$ cat src/rtl/axi_lite_slave_regs_if.sv
// -----------------------------------------------------------------------------
// axi_lite_slave_regs_if
// AXI4-Lite bus bundle between the example master and the register bank.
//   AW channel : awaddr, awprot, awvalid (master -> slave), awready (slave -> master)
//   W  channel : wdata, wstrb, wvalid (master -> slave), wready (slave -> master)
//   B  channel : bresp, bvalid (slave -> master), bready (master -> slave)
//   AR channel : araddr, arprot, arvalid (master -> slave), arready (slave -> master)
//   R  channel : rdata, rresp, rvalid (slave -> master), rready (master -> slave)
// -----------------------------------------------------------------------------
interface axi_lite_slave_regs_if #(
   parameter int AXI_ADDR_WIDTH = 32,
   parameter int AXI_DATA_WIDTH = 32
);
   logic [AXI_ADDR_WIDTH-1:0]   awaddr;
   logic [2:0]                  awprot;
   logic                        awvalid;
   logic                        awready;
   logic [AXI_DATA_WIDTH-1:0]   wdata;
   logic [AXI_DATA_WIDTH/8-1:0] wstrb;
   logic                        wvalid;
   logic                        wready;
   logic [1:0]                  bresp;
   logic                        bvalid;
   logic                        bready;
   logic [AXI_ADDR_WIDTH-1:0]   araddr;
   logic [2:0]                  arprot;
   logic                        arvalid;
   logic                        arready;
   logic [AXI_DATA_WIDTH-1:0]   rdata;
   logic [1:0]                  rresp;
   logic                        rvalid;
   logic                        rready;

   modport master (
      output awaddr, awprot, awvalid, input awready,
      output wdata, wstrb, wvalid,    input wready,
      input  bresp, bvalid,           output bready,
      output araddr, arprot, arvalid, input arready,
      input  rdata, rresp, rvalid,    output rready
   );

   modport slave (
      input  awaddr, awprot, awvalid, output awready,
      input  wdata, wstrb, wvalid,    output wready,
      output bresp, bvalid,           input  bready,
      input  araddr, arprot, arvalid, output arready,
      output rdata, rresp, rvalid,    input  rready
   );
endinterface

$ cat src/rtl/axi_lite_slave_regs.sv
// -----------------------------------------------------------------------------
// axi_lite_slave_regs
// AXI4-Lite slave holding NUM_REGS 32-bit registers starting at BASE_ADDR.
// The last register is a read-only ID word (REG_ID); register 0 is exported
// as a live control word. Responses: OKAY for a normal access, SLVERR for a
// write to the ID word, DECERR for an address outside the bank.
// Ports:
//   aclk    : clock, rising edge
//   aresetn : asynchronous active-low reset
//   s_axi   : AXI4-Lite slave modport (AW/W/B/AR/R channels, prot ignored)
//   ctrl_o  : current value of register 0
// Only a 32-bit data bus is supported.
// -----------------------------------------------------------------------------
module axi_lite_slave_regs #(
   parameter int                        AXI_DATA_WIDTH = 32,
   parameter int                        AXI_ADDR_WIDTH = 32,
   parameter int                        NUM_REGS       = 8,
   parameter logic [AXI_ADDR_WIDTH-1:0] BASE_ADDR      = 32'h0000_1000,
   parameter logic [AXI_DATA_WIDTH-1:0] REG_ID         = 32'h5A5A_0001
) (
   input  logic                      aclk,
   input  logic                      aresetn,
   axi_lite_slave_regs_if.slave      s_axi,
   output logic [AXI_DATA_WIDTH-1:0] ctrl_o
);

   localparam int STRB_W = AXI_DATA_WIDTH / 8;
   localparam int IDX_W  = $clog2(NUM_REGS);
   localparam logic [AXI_ADDR_WIDTH-1:0] SPAN   = AXI_ADDR_WIDTH'(NUM_REGS * 4);
   localparam logic [IDX_W-1:0]          ID_IDX = IDX_W'(NUM_REGS - 1);

   localparam logic [1:0] RESP_OKAY   = 2'b00;
   localparam logic [1:0] RESP_SLVERR = 2'b10;
   localparam logic [1:0] RESP_DECERR = 2'b11;

   typedef enum logic [1:0] {WR_IDLE, WR_WAIT_W, WR_WAIT_AW, WR_RESP} wr_state_e;
   typedef enum logic {RD_IDLE, RD_DATA} rd_state_e;

   wr_state_e wr_state_q, wr_state_d;
   rd_state_e rd_state_q, rd_state_d;

   // Writable storage only; the ID word is a constant and has no flop.
   logic [AXI_DATA_WIDTH-1:0] regs_q [NUM_REGS-1];

   // Halves of a split write, held until the other half arrives.
   logic [AXI_ADDR_WIDTH-1:0] awaddr_q;
   logic [AXI_DATA_WIDTH-1:0] wdata_q;
   logic [STRB_W-1:0]         wstrb_q;
   logic [1:0]                bresp_q;
   logic [AXI_DATA_WIDTH-1:0] rdata_q, rdata_d;
   logic [1:0]                rresp_q, rresp_d;

   logic                      aw_ready, w_ready, b_valid, ar_ready, r_valid;
   logic                      aw_latch, w_latch, wr_commit, ar_hs;
   logic [AXI_ADDR_WIDTH-1:0] wr_addr, wr_offset, rd_offset;
   logic [AXI_DATA_WIDTH-1:0] wr_data, rd_word;
   logic [STRB_W-1:0]         wr_strb;
   logic                      wr_hit, rd_hit, wr_we;
   logic [IDX_W-1:0]          wr_idx, rd_idx;
   logic [1:0]                wr_resp;

   // ---------------------------------------------------------------- decode
   // The addr >= BASE_ADDR term rejects addresses that wrap below the base.
   assign wr_offset = wr_addr - BASE_ADDR;
   assign wr_hit    = (wr_addr >= BASE_ADDR) && (wr_offset < SPAN);
   assign wr_idx    = wr_offset[IDX_W+1:2];
   assign wr_resp   = !wr_hit ? RESP_DECERR : ((wr_idx == ID_IDX) ? RESP_SLVERR : RESP_OKAY);
   assign wr_we     = wr_commit && wr_hit && (wr_idx != ID_IDX);

   assign rd_offset = s_axi.araddr - BASE_ADDR;
   assign rd_hit    = (s_axi.araddr >= BASE_ADDR) && (rd_offset < SPAN);
   assign rd_idx    = rd_offset[IDX_W+1:2];

   // ------------------------------------------------------------- write FSM
   always_comb begin
      wr_state_d = wr_state_q;
      aw_ready   = 1'b0;
      w_ready    = 1'b0;
      b_valid    = 1'b0;
      aw_latch   = 1'b0;
      w_latch    = 1'b0;
      wr_commit  = 1'b0;
      wr_addr    = s_axi.awaddr;
      wr_data    = s_axi.wdata;
      wr_strb    = s_axi.wstrb;
      case (wr_state_q)
         WR_IDLE: begin
            aw_ready = 1'b1;
            w_ready  = 1'b1;
            if (s_axi.awvalid && s_axi.wvalid) begin
               wr_commit  = 1'b1;
               wr_state_d = WR_RESP;
            end else if (s_axi.awvalid) begin
               aw_latch   = 1'b1;
               wr_state_d = WR_WAIT_W;
            end else if (s_axi.wvalid) begin
               w_latch    = 1'b1;
               wr_state_d = WR_WAIT_AW;
            end
         end
         WR_WAIT_W: begin
            w_ready = 1'b1;
            wr_addr = awaddr_q;
            if (s_axi.wvalid) begin
               wr_commit  = 1'b1;
               wr_state_d = WR_RESP;
            end
         end
         WR_WAIT_AW: begin
            aw_ready = 1'b1;
            wr_data  = wdata_q;
            wr_strb  = wstrb_q;
            if (s_axi.awvalid) begin
               wr_commit  = 1'b1;
               wr_state_d = WR_RESP;
            end
         end
         WR_RESP: begin
            b_valid = 1'b1;
            if (s_axi.bready) begin
               wr_state_d = WR_IDLE;
            end
         end
         default: wr_state_d = WR_IDLE;
      endcase
   end

   always_ff @(posedge aclk or negedge aresetn) begin
      if (!aresetn) begin
         wr_state_q <= WR_IDLE;
         awaddr_q   <= '0;
         wdata_q    <= '0;
         wstrb_q    <= '0;
         bresp_q    <= RESP_OKAY;
      end else begin
         wr_state_q <= wr_state_d;
         if (aw_latch) begin
            awaddr_q <= s_axi.awaddr;
         end
         if (w_latch) begin
            wdata_q <= s_axi.wdata;
            wstrb_q <= s_axi.wstrb;
         end
         if (wr_commit) begin
            bresp_q <= wr_resp;
         end
      end
   end

   // --------------------------------------------------------- register file
   always_ff @(posedge aclk or negedge aresetn) begin
      if (!aresetn) begin
         for (int i = 0; i < NUM_REGS - 1; i++) begin
            regs_q[i] <= '0;
         end
      end else if (wr_we) begin
         for (int i = 0; i < NUM_REGS - 1; i++) begin
            if (wr_idx == IDX_W'(i)) begin
               for (int b = 0; b < STRB_W; b++) begin
                  if (wr_strb[b]) begin
                     regs_q[i][8*b +: 8] <= wr_data[8*b +: 8];
                  end
               end
            end
         end
      end
   end

   // -------------------------------------------------------------- read FSM
   // Read data is captured from regs_q before this edge's write lands, so a
   // read and a write to the same register on one edge returns the old value.
   always_comb begin
      rd_word = REG_ID;
      for (int i = 0; i < NUM_REGS - 1; i++) begin
         if (rd_idx == IDX_W'(i)) begin
            rd_word = regs_q[i];
         end
      end
   end

   always_comb begin
      rd_state_d = rd_state_q;
      ar_ready   = 1'b0;
      r_valid    = 1'b0;
      ar_hs      = 1'b0;
      rdata_d    = rdata_q;
      rresp_d    = rresp_q;
      case (rd_state_q)
         RD_IDLE: begin
            ar_ready = 1'b1;
            if (s_axi.arvalid) begin
               ar_hs      = 1'b1;
               rdata_d    = rd_hit ? rd_word : '0;
               rresp_d    = rd_hit ? RESP_OKAY : RESP_DECERR;
               rd_state_d = RD_DATA;
            end
         end
         RD_DATA: begin
            r_valid = 1'b1;
            if (s_axi.rready) begin
               rd_state_d = RD_IDLE;
            end
         end
         default: rd_state_d = RD_IDLE;
      endcase
   end

   always_ff @(posedge aclk or negedge aresetn) begin
      if (!aresetn) begin
         rd_state_q <= RD_IDLE;
         rdata_q    <= '0;
         rresp_q    <= RESP_OKAY;
      end else begin
         rd_state_q <= rd_state_d;
         if (ar_hs) begin
            rdata_q <= rdata_d;
            rresp_q <= rresp_d;
         end
      end
   end

   // --------------------------------------------------------------- outputs
   assign s_axi.awready = aw_ready;
   assign s_axi.wready  = w_ready;
   assign s_axi.bvalid  = b_valid;
   assign s_axi.bresp   = bresp_q;
   assign s_axi.arready = ar_ready;
   assign s_axi.rvalid  = r_valid;
   assign s_axi.rdata   = rdata_q;
   assign s_axi.rresp   = rresp_q;
   assign ctrl_o        = regs_q[0];

endmodule

$ cat src/flat_wrapper.sv
// flat-port wrapper written by rule: the top's interface ports become plain ports
module axi_lite_slave_regs_flat 
#(
   parameter int                        AXI_DATA_WIDTH = 32,
   parameter int                        AXI_ADDR_WIDTH = 32,
   parameter int                        NUM_REGS       = 8,
   parameter logic [AXI_ADDR_WIDTH-1:0] BASE_ADDR      = 32'h0000_1000,
   parameter logic [AXI_DATA_WIDTH-1:0] REG_ID         = 32'h5A5A_0001
)
  (aclk, aresetn, ctrl_o, s_axi_awaddr, s_axi_awprot, s_axi_awvalid, s_axi_awready, s_axi_wdata, s_axi_wstrb, s_axi_wvalid, s_axi_wready, s_axi_bresp, s_axi_bvalid, s_axi_bready, s_axi_araddr, s_axi_arprot, s_axi_arvalid, s_axi_arready, s_axi_rdata, s_axi_rresp, s_axi_rvalid, s_axi_rready);
  axi_lite_slave_regs_if #(.AXI_ADDR_WIDTH(AXI_ADDR_WIDTH), .AXI_DATA_WIDTH(AXI_DATA_WIDTH)) s_axi_i ();
  input  logic aclk;
  input  logic aresetn;
  output logic [AXI_DATA_WIDTH-1:0] ctrl_o;
  input wire logic [$bits(s_axi_i.awaddr)-1:0] s_axi_awaddr;
  input wire logic [$bits(s_axi_i.awprot)-1:0] s_axi_awprot;
  input wire logic [$bits(s_axi_i.awvalid)-1:0] s_axi_awvalid;
  output wire logic [$bits(s_axi_i.awready)-1:0] s_axi_awready;
  input wire logic [$bits(s_axi_i.wdata)-1:0] s_axi_wdata;
  input wire logic [$bits(s_axi_i.wstrb)-1:0] s_axi_wstrb;
  input wire logic [$bits(s_axi_i.wvalid)-1:0] s_axi_wvalid;
  output wire logic [$bits(s_axi_i.wready)-1:0] s_axi_wready;
  output wire logic [$bits(s_axi_i.bresp)-1:0] s_axi_bresp;
  output wire logic [$bits(s_axi_i.bvalid)-1:0] s_axi_bvalid;
  input wire logic [$bits(s_axi_i.bready)-1:0] s_axi_bready;
  input wire logic [$bits(s_axi_i.araddr)-1:0] s_axi_araddr;
  input wire logic [$bits(s_axi_i.arprot)-1:0] s_axi_arprot;
  input wire logic [$bits(s_axi_i.arvalid)-1:0] s_axi_arvalid;
  output wire logic [$bits(s_axi_i.arready)-1:0] s_axi_arready;
  output wire logic [$bits(s_axi_i.rdata)-1:0] s_axi_rdata;
  output wire logic [$bits(s_axi_i.rresp)-1:0] s_axi_rresp;
  output wire logic [$bits(s_axi_i.rvalid)-1:0] s_axi_rvalid;
  input wire logic [$bits(s_axi_i.rready)-1:0] s_axi_rready;
  assign s_axi_i.awaddr = s_axi_awaddr;
  assign s_axi_i.awprot = s_axi_awprot;
  assign s_axi_i.awvalid = s_axi_awvalid;
  assign s_axi_awready = s_axi_i.awready;
  assign s_axi_i.wdata = s_axi_wdata;
  assign s_axi_i.wstrb = s_axi_wstrb;
  assign s_axi_i.wvalid = s_axi_wvalid;
  assign s_axi_wready = s_axi_i.wready;
  assign s_axi_bresp = s_axi_i.bresp;
  assign s_axi_bvalid = s_axi_i.bvalid;
  assign s_axi_i.bready = s_axi_bready;
  assign s_axi_i.araddr = s_axi_araddr;
  assign s_axi_i.arprot = s_axi_arprot;
  assign s_axi_i.arvalid = s_axi_arvalid;
  assign s_axi_arready = s_axi_i.arready;
  assign s_axi_rdata = s_axi_i.rdata;
  assign s_axi_rresp = s_axi_i.rresp;
  assign s_axi_rvalid = s_axi_i.rvalid;
  assign s_axi_i.rready = s_axi_rready;
  axi_lite_slave_regs #(.AXI_DATA_WIDTH(AXI_DATA_WIDTH), .AXI_ADDR_WIDTH(AXI_ADDR_WIDTH), .NUM_REGS(NUM_REGS), .BASE_ADDR(BASE_ADDR), .REG_ID(REG_ID)) u_core (.aclk(aclk), .aresetn(aresetn), .s_axi(s_axi_i), .ctrl_o(ctrl_o));
endmodule
$ cat config.mk
export PLATFORM = sky130hd
export DESIGN_NAME = axi_lite_slave_regs_flat
export DESIGN_NICKNAME = d
export VERILOG_FILES = /design/src/rtl/axi_lite_slave_regs_if.sv /design/src/rtl/axi_lite_slave_regs.sv /design/src/flat_wrapper.sv
export SDC_FILE = /design/constraint.sdc
export NUM_CORES = 1
export LEC_CHECK = 0
export BUFFER_PORTS_ARGS = -buffer_cell sky130_fd_sc_hd__buf_4
export CAP_MARGIN = 20
export CORE_ASPECT_RATIO = 0.7
export CORE_MARGIN = 5
export CORE_UTILIZATION = 45
export DETAILED_ROUTE_END_ITERATION = 10
export PLACE_DENSITY = 0.73
export SLEW_MARGIN = 20
export SYNTH_ARGS = -nofsm -noshare
export SYNTH_HDL_FRONTEND = slang
export SYNTH_SLANG_ARGS = --single-unit
$ cat constraint.sdc
create_clock -name aclk -period 3.6 [get_ports aclk]
set_input_delay 0.72 -clock aclk [delete_from_list [all_inputs] [get_ports aclk]]
set_output_delay 0.72 -clock aclk [all_outputs]
set_load 0.02 [all_outputs]
==> flow_summary_export.csv, run 1 <==
group,metric,value,unit
critical_path,path_class,"register to register",
final_layout,nets,1563,
detailed_routing,antenna_left,0,
sta,fin_crit,3.38,ns
detailed_routing,via_per_inst,5.60,
sta,finalCritPeriodShare,93.9,%
detailed_routing,drc,0,
critical_path,cp.arrival,3.78,ns
detailed_routing,drt-total-wl,40.4,mm
detailed_routing,dr.pass1.iters,5,
sta,slew_violations,0,
final_layout,final_area,19300,um^2
clock_tree,cts.sinks,328,
power_and_ir_drop,leakage,8.92,nW
synthesis,ys_seq_area_share,51.0,%
synthesis,avgSynthCellArea,12.7,um^2
critical_path,rrSetupSlack,0.22,ns
synthesis,synthFlopType,"dfrtp_1",
placement,io_buffers,175,
power_and_ir_drop,ir_drop,363,uV
clock_tree,cts_tree,"done",
final_layout,fin_cells,1950,
synthesis,mappedNetlistNets,1384,
sta,setup_viol,0,
outcome,outcome,"complete, no violations",
final_layout,nFillCells,2991,
global_routing,grt.overflow.total,0,
sta,max-slew-margin-rel,25.8,%
sta,fmax,296,MHz
final_layout,layout_common_cells,"dfrtp_1 (328), mux2_2 (261), buf_4 (235)",
critical_path,cp-startpoint,"u_core.wr_state_q[1]",
floorplan,num_io_pins,186,
detailed_routing,drt_iter0_markers,621,
global_routing,grt_start_max_net_pins,108,
final_layout,area_growth,19.9,%
global_routing,first_global_vias,11700,
power_and_ir_drop,p_total,10.4,mW
synthesis,synth_edf_count,0,
global_routing,grt_usage,20.3,%
floorplan,die-area,39700,um^2
synthesis,synth_area,16100,um^2
clock_tree,clk_pin_slew_worst_paths,0.06,ns
clock_tree,cts_inserted_buffers,34,
clock_tree,htree_levels,2,
sta,worst_pin_slew,1.11,ns
global_routing,grt_pass1_wl,65.5,mm
critical_path,worstPathRequired,4.00,ns
synthesis,ys_ff_latch,328,
synthesis,postSynthCellCount,1267,
clock_tree,cts_buffer_depth,3,
placement,dp_hpwl,27.6,mm
sta,hold_viol_final,0,
clock_tree,hold_buffers,0,
final_layout,antennaDiodeCount,0,
worst_hold_path,min_path_type,"input port to async pin",
clock_tree,clockRootBuffer,"clkbuf_16",
global_routing,antenna_found_initial,0,
floorplan,core,35600,um^2
synthesis,synth_async_sr_flop_share,100,%
floorplan,dieWidth,236,um
critical_path,r2r_cells,9,
placement,placed_cells,1887,
detailed_routing,wire_per_inst,20.7,um
final_layout,seq_area,8210,um^2
floorplan,row_count,58,
sta,rsz0062_at_grt,"false",
synthesis,synthDistinctLibCells,51,
final_layout,multi_input_area,7350,um^2
final_layout,drive_gt1_share,45.2,%
critical_path,end_kind,"register",
floorplan,die_h,168,um
critical_path,reg2reg_from,"u_core.wr_state_q[1]",
critical_path,cp-start-kind,"register",
sta,skew,0.0285,ns
floorplan,initial_core_util,45.2,%
power_and_ir_drop,p_per_area,540,nW/um^2
placement,post_dp_cell_area,18000,um^2
placement,place_congestion,0.868,
detailed_routing,vias,10900,
job,maxCapViolCount,0,
final_layout,mostFrequentLayoutCell,"dfrtp_1",
synthesis,yosys_warnings,0,
sta,holdWs,0.272,ns
critical_path,timing.rr.end,"u_core.ctrl_o[20]",
clock_tree,insertion_delay,0.53,ns
final_layout,utilization,54.2,%
critical_path,crit_fanout,23,
-- state kept, by name, indices dropped and copies added (netlist names) --
| signal | cells |
|---|---|
| u_core.wdata_q | 32 |
| u_core.s_axi.rresp | 1 |
| u_core.wstrb_q | 4 |
| u_core.ctrl_o | 32 |
| u_core.rd_state_q | 1 |
| u_core.awaddr_q | 30 |
| u_core.s_axi.bresp | 2 |
| u_core.wr_state_q | 2 |
| u_core.s_axi.rdata | 32 |
| u_core.regs_q | 192 |
-- what timing repair did --
item | in CTS | in global routing
endpoints found under the setup margin | 0 | 90
setup buffers | 0 | 3
resized for setup | 0 | 2
-- final cells by class --
cell class | count | share of cell area (%)
Tap cell | 480 | 3.11
Multi-Input combinational cell | 826 | 38.0
Sequential cell | 328 | 42.5
Timing Repair Buffer | 242 | 9.84
Clock inverter | 13 | 1.15
Clock buffer | 47 | 5.08
Inverter | 14 | 0.272
-- kinds of logic after synthesis --
family	count (synthesis)	share of synthesized area [%]
muxes	364	26.6
DFF	328	51.0
and+or+nand+nor	260	10.4
AOI/OAI and AO/OA	194	7.83
buffers and inverters	113	3.69
xor gates and xnor gates	4	0.218
adders and majority gates	4	0.311
-- cells in the mapped netlist, types with 2 or more instances --
| cell | instances | area share (%) |
|---|---|---|
| a211oi_1 | 3 | 0.14 |
| a21oi_1 | 29 | 0.90 |
| a22o_1 | 23 | 1.3 |
| a22oi_1 | 2 | 0.093 |
| and2_1 | 2 | 0.078 |
| buf_1 | 7 | 0.16 |
| buf_2 | 4 | 0.12 |
| buf_4 | 37 | 1.7 |
| buf_6 | 2 | 0.14 |
| clkbuf_1 | 48 | 1.1 |
| dfrtp_1 | 328 | 51 |
| ha_1 | 4 | 0.31 |
| inv_1 | 13 | 0.30 |
| mux2_2 | 261 | 18 |
| mux2_4 | 64 | 6.0 |
| mux2i_1 | 39 | 2.4 |
| nand2_1 | 96 | 2.2 |
| nand2b_1 | 6 | 0.23 |
| nand3_1 | 5 | 0.16 |
| nand3b_1 | 2 | 0.093 |
| nand4_1 | 7 | 0.27 |
| nor2_1 | 68 | 1.6 |
| nor2b_1 | 5 | 0.19 |
| nor3_1 | 14 | 0.44 |
| nor3b_1 | 2 | 0.093 |
| nor4_1 | 12 | 0.47 |
| nor4_4 | 28 | 3.7 |
| nor4b_2 | 2 | 0.19 |
| o211ai_1 | 2 | 0.093 |
| o21ai_0 | 84 | 2.6 |
| o221ai_1 | 32 | 1.7 |
| o22a_1 | 9 | 0.49 |
| o22ai_1 | 2 | 0.078 |
| o31ai_1 | 2 | 0.093 |
| or2_2 | 3 | 0.12 |
| or4_1 | 3 | 0.14 |
| xor2_1 | 3 | 0.16 |
-- routing by layer --
metal  track usage [%]  up-vias  wire (um)
li1                  -     4949          -
met1              28.4     5588      18200
met2              32.7      309      18600
met3              4.57       66       2680
met4              4.64        0        820
met5                 0        -          0
-- worst max path at each step --
stage	to	slack [ns]	cells past startpoint
detailed placement	u_core.regs_q[8]	-0.004	8
CTS	u_core.regs_q[8]	0.008	9
finish	u_core.ctrl_o[20]	0.22	9
global placement	u_core.ctrl_o[25]	0.05	8
global route	u_core.ctrl_o[10]	0.08	11
floorplan	u_core.ctrl_o[0]	0.57	8
-- where the power goes --
part	switching, mW	total (mW)	internal, mW
Combinational	1.40	2.37	0.972
Clock	1.48	3.76	2.28
Sequential	0.221	4.29	4.07
-- worst max-delay path, cell delays in order (launching register included) --
cell	delay, ns
dfrtp_1	0.40
inv_1	0.11
ha_2	0.32
nor4bb_1	0.31
nand4_1	0.17
a221oi_2	0.39
nand4b_4	0.15
buf_12	0.22
nor4_4	0.84
mux2_4	0.35
-- metrics by stage --
stage,setup TNS [ns],setup slack [ns]
4_1_cts,0,0.00783
6_report,0,0.219
3_3_place_gp,0,0.0461
3_5_place_dp,-0.00414,-0.00414
2_1_floorplan,0,0.569
5_1_grt,0,0.0773
Note: power is estimated with default switching activity, not from simulation.
==> inputs of run 2 (changes only) <==
--- a/config.mk
+++ b/config.mk
@@ -9,9 +9,9 @@
 export CAP_MARGIN = 20
 export CORE_ASPECT_RATIO = 0.7
 export CORE_MARGIN = 5
-export CORE_UTILIZATION = 45
+export CORE_UTILIZATION = 50
 export DETAILED_ROUTE_END_ITERATION = 10
-export PLACE_DENSITY = 0.73
+export PLACE_DENSITY = 0.79
 export SLEW_MARGIN = 20
 export SYNTH_ARGS = -nofsm -noshare
 export SYNTH_HDL_FRONTEND = slang
==> run 2 against run 1 <==
Effect of this change:
- first-iteration DRC count rose by 15%
- hold slack got worse by 0.15 ns
- sequential share of layout area increased by 0.11 points
- clock power barely moved
- clock-buffer cell count is 2 higher
==> flow_summary_export.csv, run 2 (same netlist as run 1, synthesis figures left out) <==
group,metric,value,unit
outcome,outcome,"complete, no violations",
sta,holdWs,0.119,ns
critical_path,reg2reg_from,"u_core.wr_state_q[1]",
sta,fin_crit,3.34,ns
placement,dp_hpwl,27.1,mm
global_routing,grt_start_max_net_pins,86,
final_layout,nets,1557,
detailed_routing,drc,0,
sta,max-slew-margin-rel,26.3,%
detailed_routing,vias,10900,
clock_tree,htree_levels,2,
final_layout,area_growth,19.6,%
floorplan,core,32100,um^2
critical_path,rrSetupSlack,0.26,ns
clock_tree,insertion_delay,0.53,ns
global_routing,antenna_found_initial,1,
floorplan,row_count,55,
power_and_ir_drop,combPwrFrac,22.7,%
power_and_ir_drop,p_seq_share,41.4,%
final_layout,antennaDiodeCount,0,
sta,fin_setup_tns,0,ns
power_and_ir_drop,p_per_area,540,nW/um^2
detailed_routing,antenna_left,0,
sta,hold_viol_final,0,
sta,rsz0062_at_grt,"false",
critical_path,end_kind,"register",
floorplan,dieWidth,225,um
global_routing,grt.overflow.total,0,
critical_path,worstPathRequired,4.02,ns
final_layout,drive_gt1_share,45.1,%
clock_tree,clockRootBuffer,"clkbuf_16",
critical_path,r2r_cells,11,
detailed_routing,dr.pass1.iters,5,
sta,setup_viol,0,
power_and_ir_drop,swShare,30.1,%
clock_tree,clk_pin_slew_worst_paths,0.06,ns
sta,slew_violations,0,
clock_tree,cts_buffer_depth,3,
floorplan,num_io_pins,186,
placement,io_buffers,175,
critical_path,cp-start-kind,"register",
power_and_ir_drop,ir_drop,627,uV
placement,place_congestion,0.867,
floorplan,die-area,36000,um^2
final_layout,largest_reg_flops,192,
global_routing,grt_pass1_wl,64.6,mm
final_layout,mostFrequentLayoutCell,"dfrtp_1",
global_routing,first_global_vias,11600,
detailed_routing,drt_iter0_markers,716,
clock_tree,cts.sinks,328,
global_routing,grt_usage,22.1,%
detailed_routing,via_per_inst,5.77,
job,maxCapViolCount,0,
power_and_ir_drop,leakage,8.90,nW
final_layout,regMostFlops,"u_core.regs_q",
floorplan,die_h,160,um
worst_hold_path,min_path_type,"input port to async pin",
sta,skew,0.0342,ns
critical_path,cp.arrival,3.76,ns
critical_path,crit_fanout,15,
detailed_routing,drt-total-wl,40.3,mm
critical_path,path_class,"register to register",
power_and_ir_drop,p_int,7.28,mW
power_and_ir_drop,pwr-share-clk,35.8,%
sta,finalCritPeriodShare,92.7,%
clock_tree,cts_tree,"done",
critical_path,timing.rr.end,"u_core.ctrl_o[9]",
final_layout,layout_common_cells,"dfrtp_1 (328), mux2_2 (261), buf_4 (224)",
sta,worst_pin_slew,1.10,ns
floorplan,initial_core_util,50.2,%
sta,fmax,300,MHz
power_and_ir_drop,p_switching,3.13,mW
detailed_routing,wire_per_inst,21.3,um
clock_tree,cts_inserted_buffers,34,
==> run 2: cell type report <==
cell class,instances,area (um^2)
Sequential cell,328,8210
Tap cell,427,534
Fill cell,2474,12800
Timing Repair Buffer,236,1920
Multi-Input combinational cell,826,7340
Clock buffer,49,1040
Inverter,14,52.6
Clock inverter,12,171
==> run 2: power groups by stage <==
stage | registers, mW | logic [mW] | clock network, mW
2_1_floorplan | 4.29 | 1.61 | 0
3_3_place_gp | 4.33 | 2.25 | 0
3_5_place_dp | 4.37 | 2.34 | 0
4_1_cts | 4.30 | 2.35 | 3.80
5_1_grt | 4.35 | 2.55 | 3.96
6_report | 4.31 | 2.37 | 3.73
==> run 2: critical path: stages (launching register included) <==
cell	delay, ns
dfrtp_1	0.38
inv_1	0.08
ha_1	0.31
nor4_2	0.42
a22oi_1	0.23
o31ai_1	0.41
a21oi_4	0.11
buf_12	0.18
buf_4	0.22
nor4_4	0.27
buf_4	0.29
mux2_4	0.32
==> run 2: layer usage <==
metal	routed length, um	up-vias	part of all wire (%)	track usage (%)
met5	13	-	0.032	0
met4	753	2	1.9	5.20
met3	2770	65	6.9	5.31
met2	18500	326	46	34.4
met1	18300	5583	45	31.7
li1	-	4938	-	-
==> run 2: how the worst max path moves through the flow <==
stage	from	end	slack [ns]	cells past startpoint
floorplan	s_axi_awaddr[14]	u_core.ctrl_o[0]	0.57	8
global placement	s_axi_awaddr[14]	u_core.ctrl_o[18]	0.12	8
detailed placement	s_axi_awaddr[14]	u_core.ctrl_o[24]	0.03	8
CTS	u_core.wr_state_q[1]	u_core.ctrl_o[25]	0.05	9
global route	u_core.wr_state_q[1]	u_core.ctrl_o[9]	0.07	11
finish	u_core.wr_state_q[1]	u_core.ctrl_o[9]	0.26	11
==> run 2: what timing repair did <==
action                                  4_1_cts  5_1_grt
hold buffers                                  0        0
buffers inserted                              0        6
endpoints found under the setup margin        0       73
resized for setup                             0        1
==> run 2: through the flow <==
step                worst slack, ns  cell area [um^2]  std cells  utilization [%]  total power [mW]
global route                 0.0713             19300       1892             60.1              10.9
global placement              0.123             17900       1825             55.9              6.58
detailed placement           0.0272             17900       1825             55.9              6.70
finish                        0.261             19300       1892             60.1              10.4
CTS                          0.0489             19100       1886             59.7              10.5
floorplan                     0.569             16100       1267                -              5.90
==> inputs of run 3 (changes only) <==
--- a/config.mk
+++ b/config.mk
@@ -9,9 +9,9 @@
 export CAP_MARGIN = 20
 export CORE_ASPECT_RATIO = 0.7
 export CORE_MARGIN = 5
-export CORE_UTILIZATION = 50
+export CORE_UTILIZATION = 40
 export DETAILED_ROUTE_END_ITERATION = 10
-export PLACE_DENSITY = 0.79
+export PLACE_DENSITY = 0.67
 export SLEW_MARGIN = 20
 export SYNTH_ARGS = -nofsm -noshare
 export SYNTH_HDL_FRONTEND = slang
==> run 3 against run 2 <==
Effect of this change:
- clock power decreased by 1%
- via count shrank 1.1%
- clock-buffer cell count up 1
- fmax is 3.8% lower
- critical endpoint is now u_core.regs_q[6]
==> flow_summary_export.csv, run 3 (same netlist as run 1, synthesis figures left out) <==
group,metric,value,unit
critical_path,r2r_cells,9,
critical_path,reg2reg_from,"u_core.wr_state_q[1]",
clock_tree,cts_buffer_depth,3,
clock_tree,insertion_delay,0.53,ns
power_and_ir_drop,combPwrFrac,23.3,%
floorplan,die-area,44400,um^2
detailed_routing,drt-total-wl,41.9,mm
clock_tree,clk_pin_slew_worst_paths,0.06,ns
clock_tree,cts.sinks,328,
critical_path,cp-start-kind,"register",
global_routing,grt_start_max_net_pins,100,
sta,hold_viol_final,0,
placement,place_congestion,0.811,
final_layout,area_growth,20.9,%
job,maxCapViolCount,0,
placement,io_buffers,175,
global_routing,grt_usage,18.7,%
floorplan,die_h,178,um
detailed_routing,via_per_inst,5.37,
clock_tree,clockRootBuffer,"clkbuf_16",
floorplan,dieWidth,250,um
placement,dp_hpwl,28.3,mm
final_layout,final_area,19500,um^2
critical_path,crit_fanout,16,
final_layout,fin_cells,2011,
power_and_ir_drop,swShare,30.2,%
detailed_routing,dr.pass1.iters,5,
detailed_routing,drt_iter0_markers,723,
detailed_routing,drc,0,
global_routing,grt.overflow.total,0,
critical_path,worstPathRequired,4.00,ns
sta,worst_pin_slew,0.880,ns
global_routing,antenna_found_initial,2,
power_and_ir_drop,p_int,7.27,mW
floorplan,num_io_pins,186,
power_and_ir_drop,p_per_area,534,nW/um^2
sta,finalCritPeriodShare,96.4,%
detailed_routing,wire_per_inst,20.8,um
worst_hold_path,min_path_type,"input port to async pin",
clock_tree,cts_tree,"done",
critical_path,cp.arrival,3.87,ns
sta,fin_crit,3.47,ns
power_and_ir_drop,p_switching,3.14,mW
placement,placed_cells,1939,
final_layout,nets,1569,
final_layout,layout_common_cells,"dfrtp_1 (328), mux2_2 (261), buf_4 (230)",
critical_path,cp-startpoint,"u_core.wr_state_q[1]",
global_routing,grt_pass1_wl,66.5,mm
outcome,outcome,"complete, no violations",
floorplan,row_count,61,
global_routing,first_global_vias,11600,
floorplan,initial_core_util,40.5,%
sta,slew_violations,0,
detailed_routing,antenna_left,0,
sta,setup_viol,0,
critical_path,rrSetupSlack,0.13,ns
final_layout,antennaDiodeCount,0,
power_and_ir_drop,ir_drop,381,uV
floorplan,core,39800,um^2
final_layout,largest_reg_flops,192,
sta,max-slew-margin-rel,41.3,%
power_and_ir_drop,leakage,8.96,nW
final_layout,mostFrequentLayoutCell,"dfrtp_1",
detailed_routing,vias,10800,
critical_path,path_class,"register to register",
clock_tree,htree_levels,2,
power_and_ir_drop,pwr-share-clk,35.5,%
sta,fin_setup_tns,0,ns
final_layout,drive_gt1_share,45.2,%
clock_tree,cts_inserted_buffers,36,
power_and_ir_drop,p_seq_share,41.2,%
critical_path,end_kind,"register",
placement,post_dp_cell_area,18100,um^2
sta,fmax,288,MHz
final_layout,regMostFlops,"u_core.regs_q",
sta,skew,0.0243,ns
run 3: cell count changes in the layout (fill, tap and decap cells not counted), sizes merged:
cell      before  now
clkinv         5    8
buf          236  246
inv           14   15
clkinvlp       4    0
clkbuf        49   50
run 3: routing by layer:
layer  up-vias  global-route usage (%)  share of wire [%]
met4         4                    4.48                1.8
met3        58                    4.37                6.2
met2       260                    29.4                 46
met1      5504                    26.5                 46
met5         -                       0              0.041
li1       4971                       -                  -
run 3: final timing paths:
| kind | endpoint |
|---|---|
| worst max-delay path | u_core.regs_q[6] |
| worst min-delay path | u_core.wr_state_q[1] |
| worst max register to register | u_core.regs_q[6] |
| worst min register to register | u_core.s_axi.rdata[18] |
| max in group asynchronous | u_core.regs_q[134] |
| min in group aclk | u_core.rd_state_q |
run 3: critical path: stages, from the launching register on:
cell	delay (ns)
dfrtp_1	0.37
inv_1	0.09
ha_1	0.32
nor4_1	0.49
a22oi_1	0.26
o31ai_1	0.41
a21oi_4	0.11
buf_12	0.19
nor4_4	0.76
mux2_4	0.35
run 3: timing repair:
action | 4_1_cts | 5_1_grt
endpoints found under the setup margin | 40 | 75
buffers inserted | 2 | 8
hold buffers | 0 | 0
pin swaps | 5 | 9
resized for setup | 0 | 1
run 3: layout make-up:
type,instances,area [um^2]
clock buffers,50,1010
clock inverters,12,158
fillers,3465,20300
inverters,14,52.6
multi-input cells,826,7340
flip-flops and latches,328,8210
well taps,535,669
repair buffers,246,2040
run 3: power by group through the flow:
stage	clock [mW]	combinational [mW]	sequential, mW
6_report	3.69	2.42	4.29
5_1_grt	3.92	2.64	4.34
4_1_cts	3.78	2.43	4.29
3_5_place_dp	0	2.42	4.36
3_3_place_gp	0	2.33	4.33
2_1_floorplan	0	1.61	4.29
run 3: per-stage QoR:
stage	setup WS (ns)	util, %	total power, mW	hold slack, ns
finish	0.131	49.0	10.4	0.231
global route	-0.00971	49.0	10.9	0.301
CTS	0.0139	48.6	10.5	0.284
detailed placement	-0.0660	45.6	6.78	0.472
global placement	0.00154	45.6	6.66	0.468
floorplan	0.569	-	5.90	0.424
